$ cat config.mk
export PLATFORM = sky130hd
export DESIGN_NAME = register_file
export DESIGN_NICKNAME = d
export VERILOG_FILES = /design/src/rtl/cpu_pkg.sv /design/src/rtl/register_file.sv
export SDC_FILE = /design/constraint.sdc
export NUM_CORES = 1
export LEC_CHECK = 0
export ABC_AREA = 1
export CAP_MARGIN = 20
export CORE_UTILIZATION = 40
export CTS_CLUSTER_SIZE = 40
export DETAILED_ROUTE_END_ITERATION = 6
export PLACE_DENSITY = 0.53
export SLEW_MARGIN = 30
export SYNTH_ARGS = -nofsm -noshare
export SYNTH_HDL_FRONTEND = slang
export SYNTH_SLANG_ARGS = --single-unit
$ cat constraint.sdc
create_clock -name clk -period 3.5 [get_ports clk]
set_input_delay 0.7 -clock clk [delete_from_list [all_inputs] [get_ports clk]]
set_output_delay 0.7 -clock clk [all_outputs]
set_load 0.1 [all_outputs]
$ cat src/rtl/cpu_pkg.sv
// cpu_pkg: datapath widths and the register address type shared by decode, ALU and register file
package cpu_pkg;
  localparam int DATA_W   = 16;
  localparam int ADDR_W   = 4;
  localparam int NUM_REGS = 2 ** ADDR_W;
  typedef logic [ADDR_W-1:0] reg_addr_t;
endpackage

$ cat src/rtl/register_file.sv
// register_file: 16x16 register file, one synchronous write port, two asynchronous read ports
module register_file
  import cpu_pkg::*;
(
  input  logic              clk,
  input  logic              rst,
  input  logic              reg_write_en,
  input  reg_addr_t         reg_write_dest,
  input  logic [DATA_W-1:0] reg_write_data,
  input  reg_addr_t         reg_read_addr_1,
  output logic [DATA_W-1:0] reg_read_data_1,
  input  reg_addr_t         reg_read_addr_2,
  output logic [DATA_W-1:0] reg_read_data_2
);
  logic [DATA_W-1:0] regs_q [NUM_REGS];
  logic [DATA_W-1:0] regs_d [NUM_REGS];
  for (genvar i = 0; i < NUM_REGS; i++) begin : g_reg
    assign regs_d[i] = (reg_write_en && reg_write_dest == reg_addr_t'(i)) ? reg_write_data : regs_q[i];
    always_ff @(posedge clk) begin
      if (rst) regs_q[i] <= '0;
      else     regs_q[i] <= regs_d[i];
    end
  end
  // reads see stored state only, so a same-address write appears after the edge
  assign reg_read_data_1 = regs_q[reg_read_addr_1];
  assign reg_read_data_2 = regs_q[reg_read_addr_2];
endmodule

==> flow_summary.yaml <==
worst_hold_path:
  worstHoldPathType: "in2reg"
  min_delay_worst_endpoint: "regs_q[9][7]"
  hp-start: "reg_write_data[7]"
  worstHoldPathCells: 3
synthesis:
  synth_area_mm2: 0.0149
  synth_cells: 1982
  synth_seq_area_share_pct: 51.7
  ys_seq_elements: 256
  ys_warn_count: 0
  netlist_top_cells_count: "nand2_1, nand3_1, inv_1"
  syn_avg_cell_area_um2: 7.50
  synthArstFlopShare_pct: 0
  synth_top_area_cell: "edfxtp_1"
  synthFlopType: "edfxtp_1"
  synth-edff-count: 256
  yosysUniqueCellTypes: 13
  synth_top_area_share_pct: 51.7
  synthTopCellsByArea: "edfxtp_1, nand3_1, nand2_1, inv_1, nor2_1"
  synthMostInstantiatedCell: "nand2_1"
  syn_nets: 2013
die:
  rows: 70
  start_util_pct: 40.6
  ios: 63
  fp.dieW_um: 195
  die_area_mm2: 0.0380
  core_mm2: 0.0366
  die_h_um: 195
cells_and_area:
  regMostFlops: "regs_q"
  reg.largest.list: "regs_q x256"
  nets: 2040
  syn_to_final_growth_pct: 17.3
  largest_reg_flops: 256
  drive_gt1_share_pct: 7.87
  stdcell_area_mm2: 0.0174
  final_cells: 2500
  num_antenna_cells: 0
  utilization_pct: 47.6
drt:
  via_count: 13600
  postRouteAntennaNets: 0
  routed_wl_um: 54000
  via_per_inst: 5.44
  drc: 0
  drtIter0Drc: 1569
  firstDrtPassIters: 5
  post_drt_wl_per_cell_um: 21.6
clock_tree:
  h-tree-depth: 1
  clkTransAtPathRegs_ns: 0.06
  ctsResizeCount: 0
  cts_sinks: 256
  postCtsSetupBuffers: 0
  cts_root_buf: "clkbuf_16"
  cts_tree: "yes"
  cts_hold_buf: 0
  cts_buffers: 31
  clock_path_buffers: 3
pwr:
  switchingPower_mw: 2.53
  ir_worst_vdd_uv: 417
  p_int_mw: 5.80
  pwr-share-seq_pct: 43.3
  power-per-cell-area_mw_per_mm2: 477
  power_frac_comb_pct: 20.3
  p_sw_share_pct: 30.4
  clkPwrFrac_pct: 36.4
  leakage_nw: 8.06
timing:
  tightest_slew_ns: 0.766
  rsz0062_at_grt: "false"
  timing.setup.tns_ns: 0
  finalSetupViolations: 0
  relSlewSlack_pct: 48.8
  fmax_mhz: 318
  slew_violations: 0
  min_period_ns: 3.14
  hold_viol: 0
  finalCritPeriodShare_pct: 89.8
critical_path:
  critPathArrivalTime_ns: 2.44
  crit_type: "in2out"
  end_kind: "output pin"
  critPathMaxFanout: 32
  required_ns: 2.80
  start_kind: "input pin"
grt:
  grt_usage_pct: 28.6
  grt_pass1_wl_um: 81000
  grt-ovfl-total: 0
  grt_pass1_vias: 13400
  grt_max_degree: 78
  antenna_found_initial: 0
placed_design:
  placed_area_mm2: 0.0165
  io_buffers: 62
  dp_hpwl_um: 31600
  gp_congestion: 0.872
  dp.cells: 2444
run:
  cap_violations: 0
outcome:
  status: "finished, final reports clean"
## per-layer routing
layer  part of all wire [%]  track usage [%]
met5                      0                0
met4                    5.2             15.5
met3                    9.5             4.13
met2                     45             45.4
met1                     41             37.9
## worst max-delay path, cell delays in order
cell,delay [ns]
clkdlybuf4s50_1,0.50
buf_4,0.54
nand3_1,0.15
nand3_1,0.12
nand2_1,0.18
buf_12,0.23
## final cells by class
class | instances | area [um^2]
clock buffers | 37 | 798
multi-input cells | 1300 | 5540
well taps | 468 | 586
repair buffers | 132 | 1610
flip-flops and latches | 256 | 7690
clock inverters | 19 | 136
inverters | 288 | 1090
fillers | 3603 | 19200
## power groups by stage
stage                     logic [mW]  clock network (mW)  registers [mW]
after global placement          1.67                   0            3.66
final                           1.69                3.03            3.60
after CTS                       1.68                3.07            3.60
after floorplan                 1.04                   0            3.65
after detailed placement        1.68                   0            3.67
after global routing            1.80                3.18            3.62
## how the worst max path moves through the flow
| stage | start | slack, ns | endpoint |
|---|---|---|---|
| 2_1_floorplan | reg_read_addr_2[1] | 0.69 | reg_read_data_2[11] |
| 3_3_place_gp | reg_read_addr_1[2] | 0.41 | reg_read_data_1[13] |
| 3_5_place_dp | reg_read_addr_1[2] | 0.43 | reg_read_data_1[13] |
| 4_1_cts | reg_read_addr_1[2] | 0.42 | reg_read_data_1[13] |
| 5_1_grt | reg_read_addr_2[2] | 0.30 | reg_read_data_2[7] |
| 6_report | reg_read_addr_2[2] | 0.36 | reg_read_data_2[7] |
## kinds of logic (layout without fill, tap and decap cells)
group	count (synthesis)	in the layout	share of synthesized area [%]
AO/OA/AOI/OAI	8	8	0.269
flip-flops	256	256	51.7
AND/OR/NAND/NOR	1292	1292	36.7
buffers and inverters	426	476	11.3
## placed cells by master (no fill, tap or decap), types with 10 or more instances in the layout
master and instances:
buf_12 45, buf_4 59, clkbuf_16 31, clkdlybuf4s50_1 26, clkinv_1 10, edfxtp_1 256, inv_1 284, nand2_1 567
nand3_1 456, nor2_1 259
## through the flow
stage | worst slack, ns | hold WS [ns] | total power, mW
2_1_floorplan | 0.689 | 0.976 | 4.69
5_1_grt | 0.301 | 1.13 | 8.60
6_report | 0.357 | 1.09 | 8.33
3_3_place_gp | 0.406 | 1.59 | 5.33
4_1_cts | 0.421 | 1.08 | 8.35
3_5_place_dp | 0.429 | 1.57 | 5.34
(Power assumes the default switching activity.)
